--- config.mk ---
export PLATFORM = sky130hd
export DESIGN_NAME = ad_chan_sched_flat
export DESIGN_NICKNAME = d
export VERILOG_FILES = /design/src/rtl/ad_chan_sched_pkg.sv /design/src/rtl/ad_chan_sched_if.sv /design/src/rtl/ad_chan_sched_next_ch.sv /design/src/rtl/ad_chan_sched.sv /design/src/flat_wrapper.sv
export SDC_FILE = /design/constraint.sdc
export NUM_CORES = 1
export LEC_CHECK = 0
export ABC_CLOCK_PERIOD_IN_PS = 5740
export BUFFER_PORTS_ARGS = -buffer_cell sky130_fd_sc_hd__buf_4
export CAP_MARGIN = 20
export CORE_UTILIZATION = 53
export DETAILED_ROUTE_END_ITERATION = 12
export PLACE_DENSITY = 0.79
export RECOVER_POWER = 100
export SYNTH_ARGS = -nofsm -noshare
export SYNTH_HDL_FRONTEND = slang
export SYNTH_HIERARCHICAL = 1
export SYNTH_SLANG_ARGS = --single-unit
--- constraint.sdc ---
create_clock -name ad_clk -period 5.74 [get_ports ad_clk]
set_input_delay 0.574 -clock ad_clk [delete_from_list [all_inputs] [get_ports ad_clk]]
set_output_delay 0.574 -clock ad_clk [all_outputs]
set_load 0.005 [all_outputs]
--- src/rtl/ad_chan_sched_pkg.sv ---
// ad_pkg: shared FSM encoding, defaults and helpers for the ADC channel scheduler.
package ad_pkg;
    typedef enum logic [1:0] {IDLE, SETTLE, SAMPLE, WRAP} state_t;
    localparam int MAX_DWELL_DEF = 6;
    localparam int CH_W = 4;
    function automatic logic [3:0] clamp_dwell(input logic [3:0] d, input int mx);
        return d == 4'd0 ? 4'd1 : (int'(d) > mx ? 4'(mx) : d);
    endfunction
    function automatic logic [3:0] settle_len(input logic [3:0] s);
        return s == 4'd0 ? 4'd1 : s;
    endfunction
endpackage

--- src/rtl/ad_chan_sched_if.sv ---
// ad_chan_sched_if: control, status and averager-result signals of the channel scheduler.
interface ad_chan_sched_if #(parameter int NUM_CH = 8);
    import ad_pkg::*;
    logic start, stop, cont, set_data;
    logic [NUM_CH-1:0] ch_mask;
    logic [3:0] dwell, settle;
    logic [15:0] ad_data;
    logic [CH_W-1:0] cs_now, result_ch;
    logic sample_en, busy, frame_done, err_empty, result_valid;
    logic [11:0] result_data;
    modport master(
        output start, stop, cont, ch_mask, dwell, settle, set_data, ad_data,
        input cs_now, sample_en, busy, frame_done, err_empty, result_valid, result_ch, result_data
    );
    modport slave(
        input start, stop, cont, ch_mask, dwell, settle, set_data, ad_data,
        output cs_now, sample_en, busy, frame_done, err_empty, result_valid, result_ch, result_data
    );
endinterface

--- src/rtl/ad_chan_sched_next_ch.sv ---
// ad_next_ch: finds the next enabled channel above cur and the lowest enabled channel.
module ad_next_ch
    import ad_pkg::*;
#(
    parameter int NUM_CH = 8
) (
    input  logic [NUM_CH-1:0] mask,
    input  logic [CH_W-1:0]   cur,
    output logic [CH_W-1:0]   nxt,
    output logic              nxt_vld,
    output logic [CH_W-1:0]   low
);
    // Scanning downward lets the last hit win, giving the lowest qualifying index.
    always_comb begin
        nxt = '0;
        nxt_vld = 1'b0;
        low = '0;
        for (int i = NUM_CH - 1; i >= 0; i--) begin
            if (mask[i]) low = CH_W'(i);
            if (mask[i] && i > int'(cur)) begin
                nxt = CH_W'(i);
                nxt_vld = 1'b1;
            end
        end
    end
endmodule

--- src/rtl/ad_chan_sched.sv ---
// ad_chan_sched: scans enabled ADC channels with settle blanking and per-channel sample dwell.
module ad_chan_sched
    import ad_pkg::*;
#(
    parameter int NUM_CH = 8,
    parameter int MAX_DWELL = MAX_DWELL_DEF
) (
    input logic ad_clk,
    input logic rst,
    ad_chan_sched_if.slave bus
);
    state_t state;
    logic [NUM_CH-1:0] sh_mask, srch_mask;
    logic [3:0] sh_dwell, sh_settle, cnt;
    logic stop_pend, nxt_vld, load, restart;
    logic [CH_W-1:0] nxt, low;
    // Lowest channel comes from the live mask, as it is only needed when shadows reload.
    assign srch_mask = (state == IDLE || state == WRAP) ? bus.ch_mask : sh_mask;
    assign load = state == WRAP || (state == IDLE && bus.start && |bus.ch_mask);
    assign restart = bus.cont && !stop_pend && !bus.stop && |bus.ch_mask;
    ad_next_ch #(.NUM_CH(NUM_CH)) u_next (
        .mask(srch_mask), .cur(bus.cs_now), .nxt(nxt), .nxt_vld(nxt_vld), .low(low)
    );
    always_ff @(posedge ad_clk) begin
        if (rst) begin
            state <= IDLE;
            bus.cs_now <= '0;
            bus.sample_en <= 1'b0;
            bus.busy <= 1'b0;
            bus.frame_done <= 1'b0;
            bus.err_empty <= 1'b0;
            bus.result_valid <= 1'b0;
            bus.result_ch <= '0;
            bus.result_data <= '0;
            sh_mask <= '0;
            sh_dwell <= '0;
            sh_settle <= '0;
            cnt <= '0;
            stop_pend <= 1'b0;
        end else begin
            bus.frame_done <= 1'b0;
            bus.err_empty <= 1'b0;
            bus.result_valid <= bus.set_data;
            if (bus.set_data) begin
                bus.result_ch <= bus.ad_data[15:12];
                bus.result_data <= bus.ad_data[11:0];
            end
            if (bus.busy && bus.stop) stop_pend <= 1'b1;
            if (load) begin
                sh_mask <= bus.ch_mask;
                sh_dwell <= clamp_dwell(bus.dwell, MAX_DWELL);
                sh_settle <= settle_len(bus.settle);
            end
            case (state)
                IDLE: if (bus.start) begin
                    if (|bus.ch_mask) begin
                        state <= SETTLE;
                        bus.busy <= 1'b1;
                        bus.cs_now <= low;
                        cnt <= settle_len(bus.settle) - 4'd1;
                    end else bus.err_empty <= 1'b1;
                end
                SETTLE: if (cnt == 4'd0) begin
                    state <= SAMPLE;
                    bus.sample_en <= 1'b1;
                    cnt <= sh_dwell - 4'd1;
                end else cnt <= cnt - 4'd1;
                SAMPLE: if (cnt != 4'd0) cnt <= cnt - 4'd1;
                else if (nxt_vld) begin
                    state <= SETTLE;
                    bus.sample_en <= 1'b0;
                    bus.cs_now <= nxt;
                    cnt <= sh_settle - 4'd1;
                end else begin
                    state <= WRAP;
                    bus.sample_en <= 1'b0;
                    bus.frame_done <= 1'b1;
                end
                WRAP: if (restart) begin
                    state <= SETTLE;
                    bus.cs_now <= low;
                    cnt <= settle_len(bus.settle) - 4'd1;
                end else begin
                    state <= IDLE;
                    bus.busy <= 1'b0;
                    stop_pend <= 1'b0;
                end
                default: state <= IDLE;
            endcase
        end
    end
endmodule

--- src/flat_wrapper.sv ---
// flat-port wrapper written by rule: the top's interface ports become plain ports
module ad_chan_sched_flat import ad_pkg::*;
#(
    parameter int NUM_CH = 8,
    parameter int MAX_DWELL = MAX_DWELL_DEF
)
  (ad_clk, rst, bus_start, bus_stop, bus_cont, bus_ch_mask, bus_dwell, bus_settle, bus_set_data, bus_ad_data, bus_cs_now, bus_sample_en, bus_busy, bus_frame_done, bus_err_empty, bus_result_valid, bus_result_ch, bus_result_data);
  ad_chan_sched_if #(.NUM_CH(NUM_CH)) bus_i ();
  input logic ad_clk;
  input logic rst;
  input wire logic [$bits(bus_i.start)-1:0] bus_start;
  input wire logic [$bits(bus_i.stop)-1:0] bus_stop;
  input wire logic [$bits(bus_i.cont)-1:0] bus_cont;
  input wire logic [$bits(bus_i.ch_mask)-1:0] bus_ch_mask;
  input wire logic [$bits(bus_i.dwell)-1:0] bus_dwell;
  input wire logic [$bits(bus_i.settle)-1:0] bus_settle;
  input wire logic [$bits(bus_i.set_data)-1:0] bus_set_data;
  input wire logic [$bits(bus_i.ad_data)-1:0] bus_ad_data;
  output wire logic [$bits(bus_i.cs_now)-1:0] bus_cs_now;
  output wire logic [$bits(bus_i.sample_en)-1:0] bus_sample_en;
  output wire logic [$bits(bus_i.busy)-1:0] bus_busy;
  output wire logic [$bits(bus_i.frame_done)-1:0] bus_frame_done;
  output wire logic [$bits(bus_i.err_empty)-1:0] bus_err_empty;
  output wire logic [$bits(bus_i.result_valid)-1:0] bus_result_valid;
  output wire logic [$bits(bus_i.result_ch)-1:0] bus_result_ch;
  output wire logic [$bits(bus_i.result_data)-1:0] bus_result_data;
  assign bus_i.start = bus_start;
  assign bus_i.stop = bus_stop;
  assign bus_i.cont = bus_cont;
  assign bus_i.ch_mask = bus_ch_mask;
  assign bus_i.dwell = bus_dwell;
  assign bus_i.settle = bus_settle;
  assign bus_i.set_data = bus_set_data;
  assign bus_i.ad_data = bus_ad_data;
  assign bus_cs_now = bus_i.cs_now;
  assign bus_sample_en = bus_i.sample_en;
  assign bus_busy = bus_i.busy;
  assign bus_frame_done = bus_i.frame_done;
  assign bus_err_empty = bus_i.err_empty;
  assign bus_result_valid = bus_i.result_valid;
  assign bus_result_ch = bus_i.result_ch;
  assign bus_result_data = bus_i.result_data;
  ad_chan_sched #(.NUM_CH(NUM_CH), .MAX_DWELL(MAX_DWELL)) u_core (.ad_clk(ad_clk), .rst(rst), .bus(bus_i));
endmodule
# --- Word level (Yosys, flattened, before mapping) ---
# Index checks and enable logic that the tools add are counted.
op_classes:
  add_sub_neg: 4
  n_mul: 0
  n_div: 0
  n_lt_le_gt_ge: 8
  n_eq_ne: 11
  shifts: 0
  n_mux: 58
  bitwise_logic: 3
  n_reduce_logical: 33
op_table:
  columns: ["op", "n"]
  rows:
  - ["two-way mux 4 bit", 27]
  - ["two-way mux 1 bit", 18]
  - ["greater-than comparator 3 x 4 -> 1 bit (first input constant)", 4]
  - ["one-hot mux 4 bit (4 select lines)", 1]
  - ["subtractor 4 x 1 -> 4 bit (second input constant)", 4]
  - ["logical AND 1 bit", 13]
  - ["zero test 4 bit", 3]
  - ["one-hot mux 4 bit (3 select lines)", 1]
  - ["AND reduction 4 bit", 3]
  - ["two-way mux 2 bit", 5]
  - ["greater-than comparator 2 x 4 -> 1 bit (first input constant)", 2]
  - ["two-way mux 8 bit", 1]
  - ["inequality test 2 bit (second input constant)", 4]
  - ["one-hot mux 2 bit (4 select lines)", 1]
  - ["OR reduction 8 bit", 1]
  - ["two-way mux 3 bit", 2]
  - ["inequality test 2 x 1 -> 1 bit (second input constant)", 3]
  - ["AND reduction 6 bit", 1]
  - ["OR reduction 3 bit", 2]
  - ["== test 2 bit (second input constant)", 2]
  - ["greater-than comparator 1 x 4 -> 1 bit (first input constant)", 1]
  - ["greater-than comparator 4 x 3 -> 1 bit (second input constant)", 1]
  - ["one-hot mux 1 bit (2 select lines)", 2]
  - ["nonzero test 2 bit", 2]
  - ["other kinds (9)", 13]
word_totals:
  register_bits: 48
  latch_bits: 0
  ramBits: 0
  romBits: 0
  inputBits: 38
  out_inout_bits: 25
  elab_cells: 131
  mem_count: 0

# --- Longest topological paths before layout ---
# Gate-level depths: netlist of run 1.
depth:
  word_depth: 14
  depth_mapped: 13
  ltp_nobuf: 12

# --- By module ---
# Netlist of run 1, hierarchy kept.
modules_own_cells:
  columns: ["mod", "n_inst", "cells_each", "area_per_inst_um2", "seq_area_each_um2"]
  rows:
  - ["ad_chan_sched", 1, 258, 2354.8, 960.9]
  - ["ad_next_ch", 1, 43, 252.7, 0.0]

# --- Least setup slack after synthesis of run 1 ---
# No wires, ideal clock.
synth_timing:
  kind: "register -> register"
  startpoint: "reg u_core.state[0]"
  endpoint: "reg u_core.cnt[1]"
  setup_ps: 78
  t_arrival_ps: 3069
  required_time_ps: 5662
  slack_ps: 2593
  path_stages_with_launch: 14
  n_path_buf: 2
  synth_period_minus_slack_ps: 3147
  cell_sequence: "dfxtp_1 -> inv_1 -> ha_1 -> clkbuf_1 -> mux2_2 -> a21boi_0 -> o21ai_0 -> nand2_1 -> or2_2 -> nand2b_1 -> or2_2 -> clkbuf_1 -> o2111a_1 -> nor3_1"
synth_between:
  word_cells_on_any_way: 26
  cone_classes: "7 x eq/ne; 9 x mux; 10 x reduce/logical"
synth_lines:
  columns: ["item", "line_no", "text"]
  rows:
  - ["start, declared", "ad_chan_sched.sv:12", "state_t state;"]
  - ["start signal, assigned", "ad_chan_sched.sv:26", "state <= IDLE;"]
  - ["start signal, assigned", "ad_chan_sched.sv:57", "state <= SETTLE;"]
  - ["start signal, assigned", "ad_chan_sched.sv:64", "state <= SAMPLE;"]
  - ["== test 2 bit / zero test 2 bit (equally long branches)", "ad_chan_sched.sv:18", "assign srch_mask = (state == IDLE || state == WRAP) ? bus.ch_mask : sh_mask;"]
  - ["logical OR 1 bit (*)", "ad_chan_sched.sv:18", null]
  - ["two-way mux 8 bit (*)", "ad_chan_sched.sv:18", null]
  - ["named net u_core.srch_mask[3]", "ad_chan_sched.sv:13", "logic [NUM_CH-1:0] sh_mask, srch_mask;"]
  - ["logical AND 1 bit (*)", "ad_chan_sched_next_ch.sv:20", "if (mask[i] && i > int'(cur)) begin"]
  - ["two-way mux 1 bit (*) (3 in a row)", "ad_chan_sched_next_ch.sv:20", null]
  - ["named net u_core.nxt_vld", "ad_chan_sched.sv:15", "logic stop_pend, nxt_vld, load, restart;"]
  - ["inequality test 3 x 1 -> 1 bit (no line) (*)", null, null]
  - ["AND reduction 4 bit (no line) (*)", null, null]
  - ["end signal, assigned", "ad_chan_sched.sv:60", "cnt <= settle_len(bus.settle) - 4'd1;"]
  - ["end signal, assigned", "ad_chan_sched.sv:66", "cnt <= sh_dwell - 4'd1;"]
  - ["end signal, assigned", "ad_chan_sched.sv:67", "end else cnt <= cnt - 4'd1;"]
  - ["end, declared", "ad_chan_sched.sv:14", "logic [3:0] sh_dwell, sh_settle, cnt;"]
# The timed path passes the listed nets; every way through them passes the cells marked *.
# A chain may end at the register's enable or synchronous reset.

# --- Worst setup path in the final report of run 1 ---
layout_timing:
  startpoint: "reg u_core.state[0]"
  endpoint: "reg u_core.bus.cs_now[0]"
layout_between:
  word_cells_on_any_way: 47
  cone_classes: "7 x eq/ne; 29 x mux; 11 x reduce/logical"
layout_lines:
  columns: ["item", "line_no", "text"]
  rows:
  - ["== test 2 bit / zero test 2 bit (equally long branches)", "ad_chan_sched.sv:18", null]
  - ["logical OR 1 bit (*)", "ad_chan_sched.sv:18", null]
  - ["two-way mux 8 bit (*)", "ad_chan_sched.sv:18", null]
  - ["named net u_core.srch_mask[5]", "ad_chan_sched.sv:13", null]
  - ["logical AND 1 bit (*)", "ad_chan_sched_next_ch.sv:20", null]
  - ["two-way mux 1 bit (*) (5 in a row)", "ad_chan_sched_next_ch.sv:20", null]
  - ["named net u_core.nxt_vld", "ad_chan_sched.sv:15", null]
  - ["inequality test 2 x 1 -> 1 bit (no line) (*)", null, null]
  - ["AND reduction 6 bit (no line) (*)", null, null]
  - ["end signal, assigned", "ad_chan_sched.sv:59", "bus.cs_now <= low;"]
  - ["end signal, assigned", "ad_chan_sched.sv:72", "bus.cs_now <= nxt;"]
  - ["end signal, assigned", "ad_chan_sched.sv:81", "bus.cs_now <= low;"]
  - ["end, declared", "ad_chan_sched_if.sv:17", "output cs_now, sample_en, busy, frame_done, err_empty, result_valid, result_ch, result_data"]
# The timed path passes the listed nets; every way through them passes the cells marked *. The select of a mux whose other input is x is not followed.

==> flow_summary_export.csv, run 1 <==
group,metric,value,unit
status,run_status,"finished with violations",
status,violations,"capacitance limit, slew limit",
placement,hpwl,4310,um
floorplanning,die_w,72.1,um
critical_path,crit_fanout,12,
critical_path,setup.worst_path.start_class,"register",
timing,slew_violations,50,
layout,fillers,412,
clocking,cts-root-buf,"clkbuf_8",
logic_synthesis,synth_cells,301,
floorplanning,ios,63,
drt,drt_iter0_drc,141,
global_route,grt_max_degree,50,
drt,drt_pass1_iterations,4,
layout,final_cell_area,0.00317,mm^2
logic_synthesis,synth_area,0.00261,mm^2
floorplanning,die_h,72.1,um
clocking,cts.clk_slew.worst_paths,0.08,ns
global_route,antenna_found_initial,0,
layout,layout.nets,404,
power_and_ir_drop,ir_drop,0.000287,V
logic_synthesis,synth_area_leaders,"dfxtp_1 37%, mux2i_1 7.7%, a21oi_1 5.6%",
logic_synthesis,synth_cell_type_count,57,
drt,wire_per_inst,14.3,um
logic_synthesis,synth-main-ff-cell,"dfxtp_1",
critical_path,cp-end-kind,"register",
clocking,h-tree-depth,2,
global_route,grt_pass1_wl,9980,um
layout,drive_gt1_frac,0.225,
drt,totalWireLength,6040,um
hold_path,hold_class,"register to register",
timing,period_share,0.628,
logic_synthesis,yosys.area.top_type,"dfxtp_1",
logic_synthesis,avgSynthCellArea,8.66,um^2
logic_synthesis,synth_edf_count,0,
logic_synthesis,yosys.area.top_type_share,0.369,
drt,vias,2300,
timing,fin_skew,0.00450,ns
floorplanning,fp.coreArea,0.00472,mm^2
clocking,cts_hold_buf,0,
timing,relSlewSlack,-0.398,
floorplanning,rows,25,
timing,timing.fmax,0.277,GHz
placement,place_inst,416,
power_and_ir_drop,powerDensity,471,mW/mm^2
critical_path,worstSetupPathType,"register to register",
floorplanning,start_util,0.552,
placement,portBuffers,62,
timing,min_period,3.61,ns
clocking,clk_latency,0.30,ns
power_and_ir_drop,power,1.49,mW
clocking,cts_tree,"done",
timing,setup_viol_count_final,0,
layout,areaGrowthSynthToFinish,21.7,%
run,max_cap_violations,1,
critical_path,arrival,3.80,ns
critical_path,crit_required,5.93,ns
clocking,cts_resized,0,
timing,worst_slew_pin_slew,2.10,ns
drt,vias_per_cell,5.44,
drt,ant_nets,0,
timing,hold_slack,0.460,ns
clocking,cts_buffers,5,
logic_synthesis,ys_ff_latch,48,
logic_synthesis,synth_commonest_cells,"48 x dfxtp_1, 30 x nand2_1, 30 x nor2_1",
layout,diodes,0,
layout,layout.cells.non_filler,423,
clocking,clk_path_buf_depth,2,
power_and_ir_drop,cellLeakagePower,1.34,nW
placement,place_area,0.00308,mm^2
logic_synthesis,async_reset_ff_frac,0,
floorplanning,die-area,0.00520,mm^2
logic_synthesis,yosysWarnings,6,
global_route,grt_pass1_vias,2237,
global_route,grt_usage,0.245,
logic_synthesis,yosysSeqAreaShare,0.369,
timing,hold_viol,0,
placement,gp_congestion,0.862,
logic_synthesis,yosysMostFrequentCell,"dfxtp_1",
timing,tns,0,ns
clocking,cts_num_sinks,48,
global_route,grt_overflow,0,
drt,drc,0,
timing,rsz0062_at_grt,"false",
clocking,postCtsSetupBuffers,0,
-- final timing paths --
check / from / to / slack, ns / cells after the start
min: u_core/sh_mask[1] / u_core/sh_mask[1] / 0.46 / 2
min reg2reg: u_core/sh_mask[1] / u_core/sh_mask[1] / 0.46 / 2
max reg2reg: u_core/state[0] / u_core/bus.cs_now[0] / 2.13 / 12
max: u_core/state[0] / u_core/bus.cs_now[0] / 2.13 / 12
-- worst max-delay path: stages, from the launching register on --
cell and delay (ns):
dfxtp_1 0.42, inv_1 0.13, ha_1 0.57, mux2_1 0.32
nor3b_1 0.21, o22ai_1 0.12, a21oi_1 0.20, or2_2 0.16
nand4bb_1 0.10, a21o_1 0.18, a221oi_1 0.77, nor2_1 0.08
a211oi_1 0.23
-- per-layer routing --
layer,part of all wire,vias to the layer above,global-route usage
met5,0,-,0
met4,0.0060,0,0.0959
met3,0.032,4,0.0542
met2,0.51,43,0.422
met1,0.45,1075,0.296
li1,-,1178,-
-- state kept, by name, summed over array words and instances (netlist names) --
| register | cells |
|---|---|
| u_core/stop_pend | 1 |
| u_core/bus.frame_done | 1 |
| u_core/state | 2 |
| u_core/bus.result_data | 12 |
| u_core/bus.err_empty | 1 |
| u_core/sh_mask | 8 |
| u_core/bus.result_valid | 1 |
| u_core/cnt | 4 |
| u_core/bus.busy | 1 |
| u_core/sh_dwell | 4 |
| u_core/bus.sample_en | 1 |
| u_core/bus.result_ch | 4 |
| u_core/sh_settle | 4 |
| u_core/bus.cs_now | 4 |
-- logic make-up (layout without fill, tap and decap cells) --
kind of cell,Yosys count,count (layout),synth area share
AO/OA/AOI/OAI,80,80,0.213
buffers and inverters,31,85,0.0533
multiplexers,28,28,0.111
AND/OR/NAND/NOR,97,97,0.184
adder cells (fa/ha/maj),11,11,0.0518
flip-flops,48,48,0.369
XOR/XNOR,5,5,0.0168
other,1,2,0.00144
-- power by group --
group	internal [mW]	switching, mW
registers	0.403	0.0744
clock network	0.171	0.110
logic	0.337	0.398
total	0.911	0.583
-- cell usage in the layout, fill, tap and decap left out, types with 8 or more instances in the layout --
| master | synthesis | layout |
|---|---|---|
| buf_4 | 2 | 36 |
| nand2_1 | 30 | 30 |
| nor3_1 | 8 | 8 |
| inv_1 | 16 | 16 |
| dfxtp_1 | 48 | 48 |
| a21oi_1 | 29 | 29 |
| ha_1 | 10 | 10 |
| clkbuf_4 | 0 | 24 |
| mux2i_1 | 20 | 20 |
| nor2_1 | 30 | 30 |
| a211oi_1 | 8 | 9 |
-- through the flow --
stage          worst slack, ns  utilization
3_5_place_dp              2.52        0.652
2_1_floorplan             2.59            -
4_1_cts                   2.51        0.680
6_report                  2.13        0.672
3_3_place_gp              2.65        0.652
5_1_grt                   1.78        0.672
-- area by class of cell --
cell class                 instances  area [um^2]  area share
clock buffer                       5         68.8      0.0217
clock inverter                     2         60.1      0.0189
inverter                          16         60.1      0.0189
multi-input combinational        223         1480       0.467
sequential                        48          961       0.303
tap                               67         83.8      0.0264
timing repair buffer              62          458       0.144
Power figures use the tool's default switching activity.
==> run 2: changes to the inputs <==
--- a/config.mk
+++ b/config.mk
@@ -5,7 +5,8 @@
 export SDC_FILE = /design/constraint.sdc
 export NUM_CORES = 1
 export LEC_CHECK = 0
-export ABC_CLOCK_PERIOD_IN_PS = 5740
+export ABC_AREA = 1
+export ABC_CLOCK_PERIOD_IN_PS = 3400
 export BUFFER_PORTS_ARGS = -buffer_cell sky130_fd_sc_hd__buf_4
 export CAP_MARGIN = 20
 export CORE_UTILIZATION = 53
==> constraint.sdc (replaced) <==
create_clock -name ad_clk -period 3.4 [get_ports ad_clk]
set_input_delay 0.34 -clock ad_clk [delete_from_list [all_inputs] [get_ports ad_clk]]
set_output_delay 0.34 -clock ad_clk [all_outputs]
set_load 0.005 [all_outputs]
==> run 2 against run 1 <==
  * The run now ends clean
  * Fmax rose by 19%
  * Routed wire length rose by 4.5%
  * Global-route usage rose by 0.21 points
  * Clock-buffer cell count rose by 1
  * Sequential power rose by 64%
  * Combinational power rose by 63%
  * Clock power rose by 20%
  * Sequential share of layout area fell by 0.71 points
  * Cell count rose by 23%
  * Register-to-register slack got worse by 1.8 ns
  * Highest routed layer unchanged
==> flow_summary_export.csv, run 2 <==
group,metric,value,unit
status,run_status,"finished clean",
floorplanning,ios,63,
logic_synthesis,yosys.area.top_type,"dfxtp_1",
floorplanning,die-area,0.00541,mm^2
layout,utilization,0.675,
global_route,grt_pass1_vias,2374,
critical_path,cp-end-kind,"register",
logic_synthesis,synth_commonest_cells,"82 x nor2_1, 79 x nand2_1, 48 x dfxtp_1",
global_route,grt_busiest_layer,"met2",
power_and_ir_drop,cellLeakagePower,1.58,nW
run,max_cap_violations,0,
logic_synthesis,synth_area,0.00271,mm^2
power_and_ir_drop,powerDensity,715,mW/mm^2
logic_synthesis,yosysMostFrequentCell,"nor2_1",
critical_path,reg2reg_slack,0.38,ns
global_route,grt_usage,0.247,
timing,setup_viol_count_final,0,
timing,timing.fmax,0.331,GHz
clocking,cts_resized,0,
layout,areaGrowthSynthToFinish,19.9,%
drt,vias_per_cell,5.07,
clocking,h-tree-depth,2,
floorplanning,rows,25,
drt,vias,2645,
clocking,cts_num_sinks,48,
floorplanning,fp.coreArea,0.00482,mm^2
drt,ant_nets,0,
clocking,cts_tree,"done",
placement,hpwl,4790,um
drt,wire_per_inst,12.1,um
layout,regMostFlops,"u_core/bus.result_data",
logic_synthesis,yosysWarnings,6,
hold_path,hold_class,"input port to register",
clocking,postCtsSetupBuffers,0,
layout,layout_common_cells,"84 x nor2_1, 80 x nand2_1, 48 x dfxtp_1",
layout,reg.largest.list,"u_core/bus.result_data: 12 flops, u_core/sh_mask: 8 flops",
clocking,cts-root-buf,"clkbuf_8",
clocking,cts.clk_slew.worst_paths,0.09,ns
power_and_ir_drop,switching_power,1.04,mW
timing,hold_slack,0.254,ns
critical_path,worstRegToRegCells,20,
clocking,cts_hold_buf,0,
global_route,grt_max_degree,39,
floorplanning,die_w,73.5,um
layout,mostFrequentLayoutCell,"nor2_1",
power_and_ir_drop,p_int,1.28,mW
global_route,use_met3,0.0631,
drt,totalWireLength,6310,um
timing,rsz0062_at_grt,"false",
power_and_ir_drop,pwr-share-seq,0.337,
critical_path,crit_fanout,13,
power_and_ir_drop,p_sw_frac,0.449,
logic_synthesis,synth-main-ff-cell,"dfxtp_1",
clocking,clk_latency,0.30,ns
logic_synthesis,async_reset_ff_frac,0,
global_route,grt_util_met1,0.307,
placement,portBuffers,62,
global_route,use_met2,0.429,
logic_synthesis,synth_cells,398,
timing,min_period,3.02,ns
hold_path,hold_end,"u_core/bus.result_data[1]",
layout,drive_gt1_frac,0.211,
logic_synthesis,synth_area_leaders,"dfxtp_1 35%, nor2_1 11%, nand2_1 11%",
logic_synthesis,avgSynthCellArea,6.81,um^2
timing,relSlewSlack,0.304,
global_route,grt_pass1_wl,10300,um
drt,drc,0,
layout,largest_register_ff_count,12,
timing,worst_slew_pin_slew,1.04,ns
timing,fin_skew,0.00551,ns
critical_path,crit_required,3.60,ns
power_and_ir_drop,ir_drop,0.000276,V
timing,tns,0,ns
clocking,clk_path_buf_depth,2,
critical_path,worstSetupPathType,"register to register",
timing,slew_violations,0,
layout,layout.nets,502,
global_route,antenna_found_initial,0,
clocking,cts_buffers,5,
critical_path,arrival,3.23,ns
power_and_ir_drop,clock_power_share,0.146,
logic_synthesis,synth_edf_count,0,
logic_synthesis,yosys.area.top_type_share,0.354,
critical_path,setup.worst_path.start_class,"register",
floorplanning,start_util,0.563,
placement,gp_congestion,0.862,
hold_path,hold_depth,3,
layout,diodes,0,
logic_synthesis,yosysSeqAreaShare,0.354,
logic_synthesis,synth_cell_type_count,38,
logic_synthesis,ys_ff_latch,48,
power_and_ir_drop,p_comb_frac,0.517,
drt,drt_iter0_drc,160,
timing,period_share,0.889,
hold_path,hp-start,"bus_ad_data[1]",
timing,hold_viol,0,
global_route,grt_overflow,0,
critical_path,r2r_start,"u_core/state[0]",
drt,drt_pass1_iterations,4,
critical_path,r2r-end,"u_core/bus.cs_now[2]",
floorplanning,die_h,73.5,um
## run 2: cell count changes in the layout (fill, tap and decap cells not counted), moves of 6 or more
cell / change
o21ai_1: +6
a211oi_1: -8
mux2i_1: -20
nand3_1: +19
nand2_2: +7
nor2_1: +54
o21ai_0: +29
mux2_2: -6
a21oi_1: -12
nand2_1: +50
inv_1: +19
## run 2: metrics by stage
| stage | instances | total power [mW] | worst slack (ns) | instance area, um^2 |
|---|---|---|---|---|
| 5_1_grt | 522 | 2.53 | 0.0321 | 3250 |
| 3_3_place_gp | 514 | 1.96 | 0.616 | 3190 |
| 3_5_place_dp | 514 | 2.00 | 0.447 | 3190 |
| 4_1_cts | 522 | 2.34 | 0.427 | 3270 |
| 6_report | 522 | 2.32 | 0.377 | 3250 |
| 2_1_floorplan | 399 | 1.71 | 0.838 | 2720 |
## run 2: critical path, stage by stage (launching register included)
cell and delay, ns:
dfxtp_1 0.44, inv_1 0.12, ha_1 0.46, inv_1 0.34, nand2_1 0.09, nand2_1 0.12, inv_1 0.06, a21oi_1 0.11
nand2_1 0.09, nand2_1 0.07, nor2_1 0.05, nand3_1 0.07, inv_1 0.06, nand2_2 0.06, nand3_1 0.10, a21oi_2 0.13
nand2_2 0.07, a21oi_4 0.25, nand3_2 0.09, nand2_1 0.07, nor2_1 0.05
## run 2: final cells by class
type	count	area [um^2]
Sequential cell	48	961
Timing Repair Buffer	62	458
Multi-Input combinational cell	299	1510
Clock buffer	6	72.6
Tap cell	67	83.8
Fill cell	446	1570
Inverter	38	148
Clock inverter	2	16.3
## run 2: cell families after synthesis
family,count (synthesis),synth area share
DFF,48,0.354
and+or+nand+nor,213,0.356
buffers and inverters,52,0.0835
xor gates and xnor gates,2,0.00646
other,1,0.00138
adders and majority gates,11,0.0498
AOI/OAI and AO/OA,71,0.149
## run 2: worst max path at each step
stage / start / endpoint / slack, ns
2_1_floorplan: u_core/state[0] / u_core/bus.cs_now[0] / 0.84
3_3_place_gp: u_core/state[0] / u_core/bus.cs_now[1] / 0.62
3_5_place_dp: u_core/state[0] / u_core/bus.cs_now[3] / 0.45
4_1_cts: u_core/state[0] / u_core/bus.cs_now[1] / 0.43
5_1_grt: u_core/state[0] / u_core/bus.cs_now[1] / 0.03
6_report: u_core/state[0] / u_core/bus.cs_now[2] / 0.38
## run 2: per-layer routing
metal	wire length, um	vias up
li1	-	1379
met1	2840	1183
met2	3060	81
met3	393	2
met4	15	0
met5	0	-
## run 2: power by group through the flow
stage	logic, mW	registers, mW	clock network [mW]
3_3_place_gp	1.17	0.792	0
2_1_floorplan	0.939	0.774	0
6_report	1.20	0.784	0.339
4_1_cts	1.21	0.783	0.352
3_5_place_dp	1.20	0.795	0
5_1_grt	1.36	0.798	0.375
==> run 3: changes to the inputs <==
--- a/config.mk
+++ b/config.mk
@@ -11,7 +11,7 @@
 export CAP_MARGIN = 20
 export CORE_UTILIZATION = 53
 export DETAILED_ROUTE_END_ITERATION = 12
-export PLACE_DENSITY = 0.79
+export PLACE_DENSITY_LB_ADDON = 0.05
 export RECOVER_POWER = 100
 export SYNTH_ARGS = -nofsm -noshare
 export SYNTH_HDL_FRONTEND = slang
==> run 3 against run 2 <==
  * Clock-buffer cell count did not move
  * Design area rose by 0.27%
  * Global-route usage rose by 0.18 points
  * Fmax fell by 1.3%
  * Routed wire length barely moved
  * Setup slack got worse by 0.040 ns
  * Worst hold slack got worse by 0.0085 ns
  * Register-to-register slack got worse by 0.04 ns
  * Sequential power barely moved
  * Largest cell class unchanged
  * Highest routed layer unchanged
==> flow_summary_export.csv, run 3 (same netlist as run 2, synthesis figures left out) <==
group,metric,value,unit
timing,period_share,0.901,
critical_path,r2r-end,"u_core/cnt[2]",
timing,min_period,3.06,ns
timing,timing.fmax,0.326,GHz
run,max_cap_violations,0,
drt,vias_per_cell,5.16,
clocking,cts.clk_slew.worst_paths,0.09,ns
timing,tns,0,ns
hold_path,hp-start,"bus_ad_data[7]",
timing,rsz0062_at_grt,"false",
timing,hold_slack,0.245,ns
clocking,cts_hold_buf,0,
clocking,postCtsSetupBuffers,0,
clocking,clk_latency,0.31,ns
timing,worst_slew_pin_slew,1.11,ns
drt,ant_nets,0,
clocking,cts_num_sinks,48,
status,run_status,"finished clean",
critical_path,setup.worst_path.start_class,"register",
clocking,cts-root-buf,"clkbuf_8",
layout,mostFrequentLayoutCell,"nor2_1",
critical_path,worstRegToRegCells,18,
floorplanning,die-area,0.00541,mm^2
layout,largest_register_ff_count,12,
layout,reg.largest.list,"u_core/bus.result_data: 12 flops, u_core/sh_mask: 8 flops",
floorplanning,die_h,73.5,um
timing,slew_violations,0,
layout,final_cell_area,0.00326,mm^2
placement,place_inst,514,
power_and_ir_drop,powerDensity,743,mW/mm^2
layout,areaGrowthSynthToFinish,20.2,%
global_route,grt_usage,0.249,
hold_path,hold_class,"input port to register",
floorplanning,start_util,0.563,
layout,regMostFlops,"u_core/bus.result_data",
critical_path,critPathTopFamily,"simple AND/OR/NAND/NOR gates",
global_route,grt_pass1_wl,10400,um
critical_path,crit_required,3.61,ns
global_route,grt_max_degree,39,
layout,layout.cells.non_filler,522,
critical_path,crit_path_max_incr_delay,0.46,ns
drt,drt_iter0_drc,179,
timing,hold_viol,0,
timing,worst_slack,0.336,ns
floorplanning,ios,63,
layout,layout_common_cells,"84 x nor2_1, 81 x nand2_1, 48 x dfxtp_1",
critical_path,cp-end-kind,"register",
global_route,grt_pass1_vias,2393,
critical_path,reg2reg_slack,0.34,ns
hold_path,hold_depth,3,
placement,place_area,0.00319,mm^2
layout,diodes,0,
hold_path,hold_end,"u_core/bus.result_data[7]",
power_and_ir_drop,ir_drop,0.000342,V
placement,portBuffers,62,
drt,totalWireLength,6310,um
critical_path,cp_slowest_cell,"ha_1",
critical_path,crit_fanout,13,
critical_path,arrival,3.27,ns
critical_path,crit_buf_inv,5,
layout,drive_gt1_frac,0.200,
floorplanning,fp.coreArea,0.00482,mm^2
clocking,h-tree-depth,2,
critical_path,r2r_start,"u_core/state[0]",
drt,drc,0,
floorplanning,rows,25,
drt,vias,2695,
timing,relSlewSlack,0.263,
clocking,cts_tree,"done",
critical_path,worstPathCellList,"inv_1 -> ha_1 -> inv_1 -> nand2_1 -> nand2_1 -> inv_1 -> a21oi_1 -> nand2_1 -> nand2_1 -> nor2_1 -> nand3_1 -> inv_1 -> nand2_1 -> nand2_2 -> nor2_1 -> clkinv_4 -> a21oi_2 -> nor2_1",
power_and_ir_drop,cellLeakagePower,1.58,nW
clocking,cts_buffers,5,
timing,setup_viol_count_final,0,
clocking,cts_resized,0,
placement,hpwl,4720,um
drt,drt_pass1_iterations,5,
critical_path,worstSetupPathType,"register to register",
clocking,clk_path_buf_depth,2,
placement,place_ws,0.453,ns
drt,wire_per_inst,12.1,um
timing,fin_skew,0.00590,ns
layout,layout.nets,502,
placement,gp_congestion,0.859,
floorplanning,die_w,73.5,um
critical_path,path_common_cell,"nand2_1",
global_route,antenna_found_initial,0,
global_route,grt_overflow,0,
-- run 3: changes by cell type in the layout (fill, tap and decap cells not counted) --
cell        previous run  this run
o21ai_1                8         7
clkinvlp_4             1         0
clkbuf_4              24        22
clkbuf_8               5         6
nand2_2                7         6
o21ai_0               35        36
a21oi_1               17        18
nand3_1               20        22
nand3_2                4         2
bufinv_16              0         1
a21oi_2                3         2
clkbuf_1               3         4
nand2_1               80        81
-- run 3: per-layer routing --
layer,global-route usage,vias up,part of all wire
li1,-,1382,-
met1,0.297,1209,0.46
met2,0.437,98,0.47
met3,0.0645,6,0.060
met4,0.0705,0,0.0097
met5,0,-,0
-- run 3: power by group --
group          switching (mW)  internal (mW)
registers              0.0997          0.684
logic                   0.751          0.443
clock network           0.204          0.241
-- run 3: how the worst max path moves through the flow --
stage	start	end	cells after the start
CTS	u_core/state[0]	u_core/bus.cs_now[0]	20
global placement	u_core/state[0]	u_core/bus.cs_now[2]	20
finish	u_core/state[0]	u_core/cnt[2]	18
detailed placement	u_core/state[0]	u_core/bus.cs_now[0]	20
global route	u_core/state[0]	u_core/cnt[2]	18
floorplan	u_core/state[0]	u_core/bus.cs_now[0]	21
-- run 3: cell type report --
class	instances	area (um^2)
Sequential cell	48	961
Clock buffer	6	82.6
Timing Repair Buffer	62	450
Clock inverter	2	38.8
Tap cell	67	83.8
Multi-Input combinational cell	299	1500
Fill cell	444	1560
Inverter	38	148
-- run 3: worst reg2reg max path, cell delays in order, from the launching register on --
cell and delay, ns:
dfxtp_1 0.44, inv_1 0.11, ha_1 0.46, inv_1 0.35, nand2_1 0.09, nand2_1 0.11, inv_1 0.06, a21oi_1 0.11
nand2_1 0.10, nand2_1 0.08, nor2_1 0.05, nand3_1 0.06, inv_1 0.05, nand2_1 0.11, nand2_2 0.06, nor2_1 0.41
clkinv_4 0.12, a21oi_2 0.13, nor2_1 0.06
-- run 3: metrics by stage --
step                      total power [mW]  utilization
final                                 2.42        0.677
after floorplan                       1.71            -
after CTS                             2.45        0.686
after global placement                1.97        0.661
after detailed placement              2.00        0.661
after global routing                  2.63        0.677
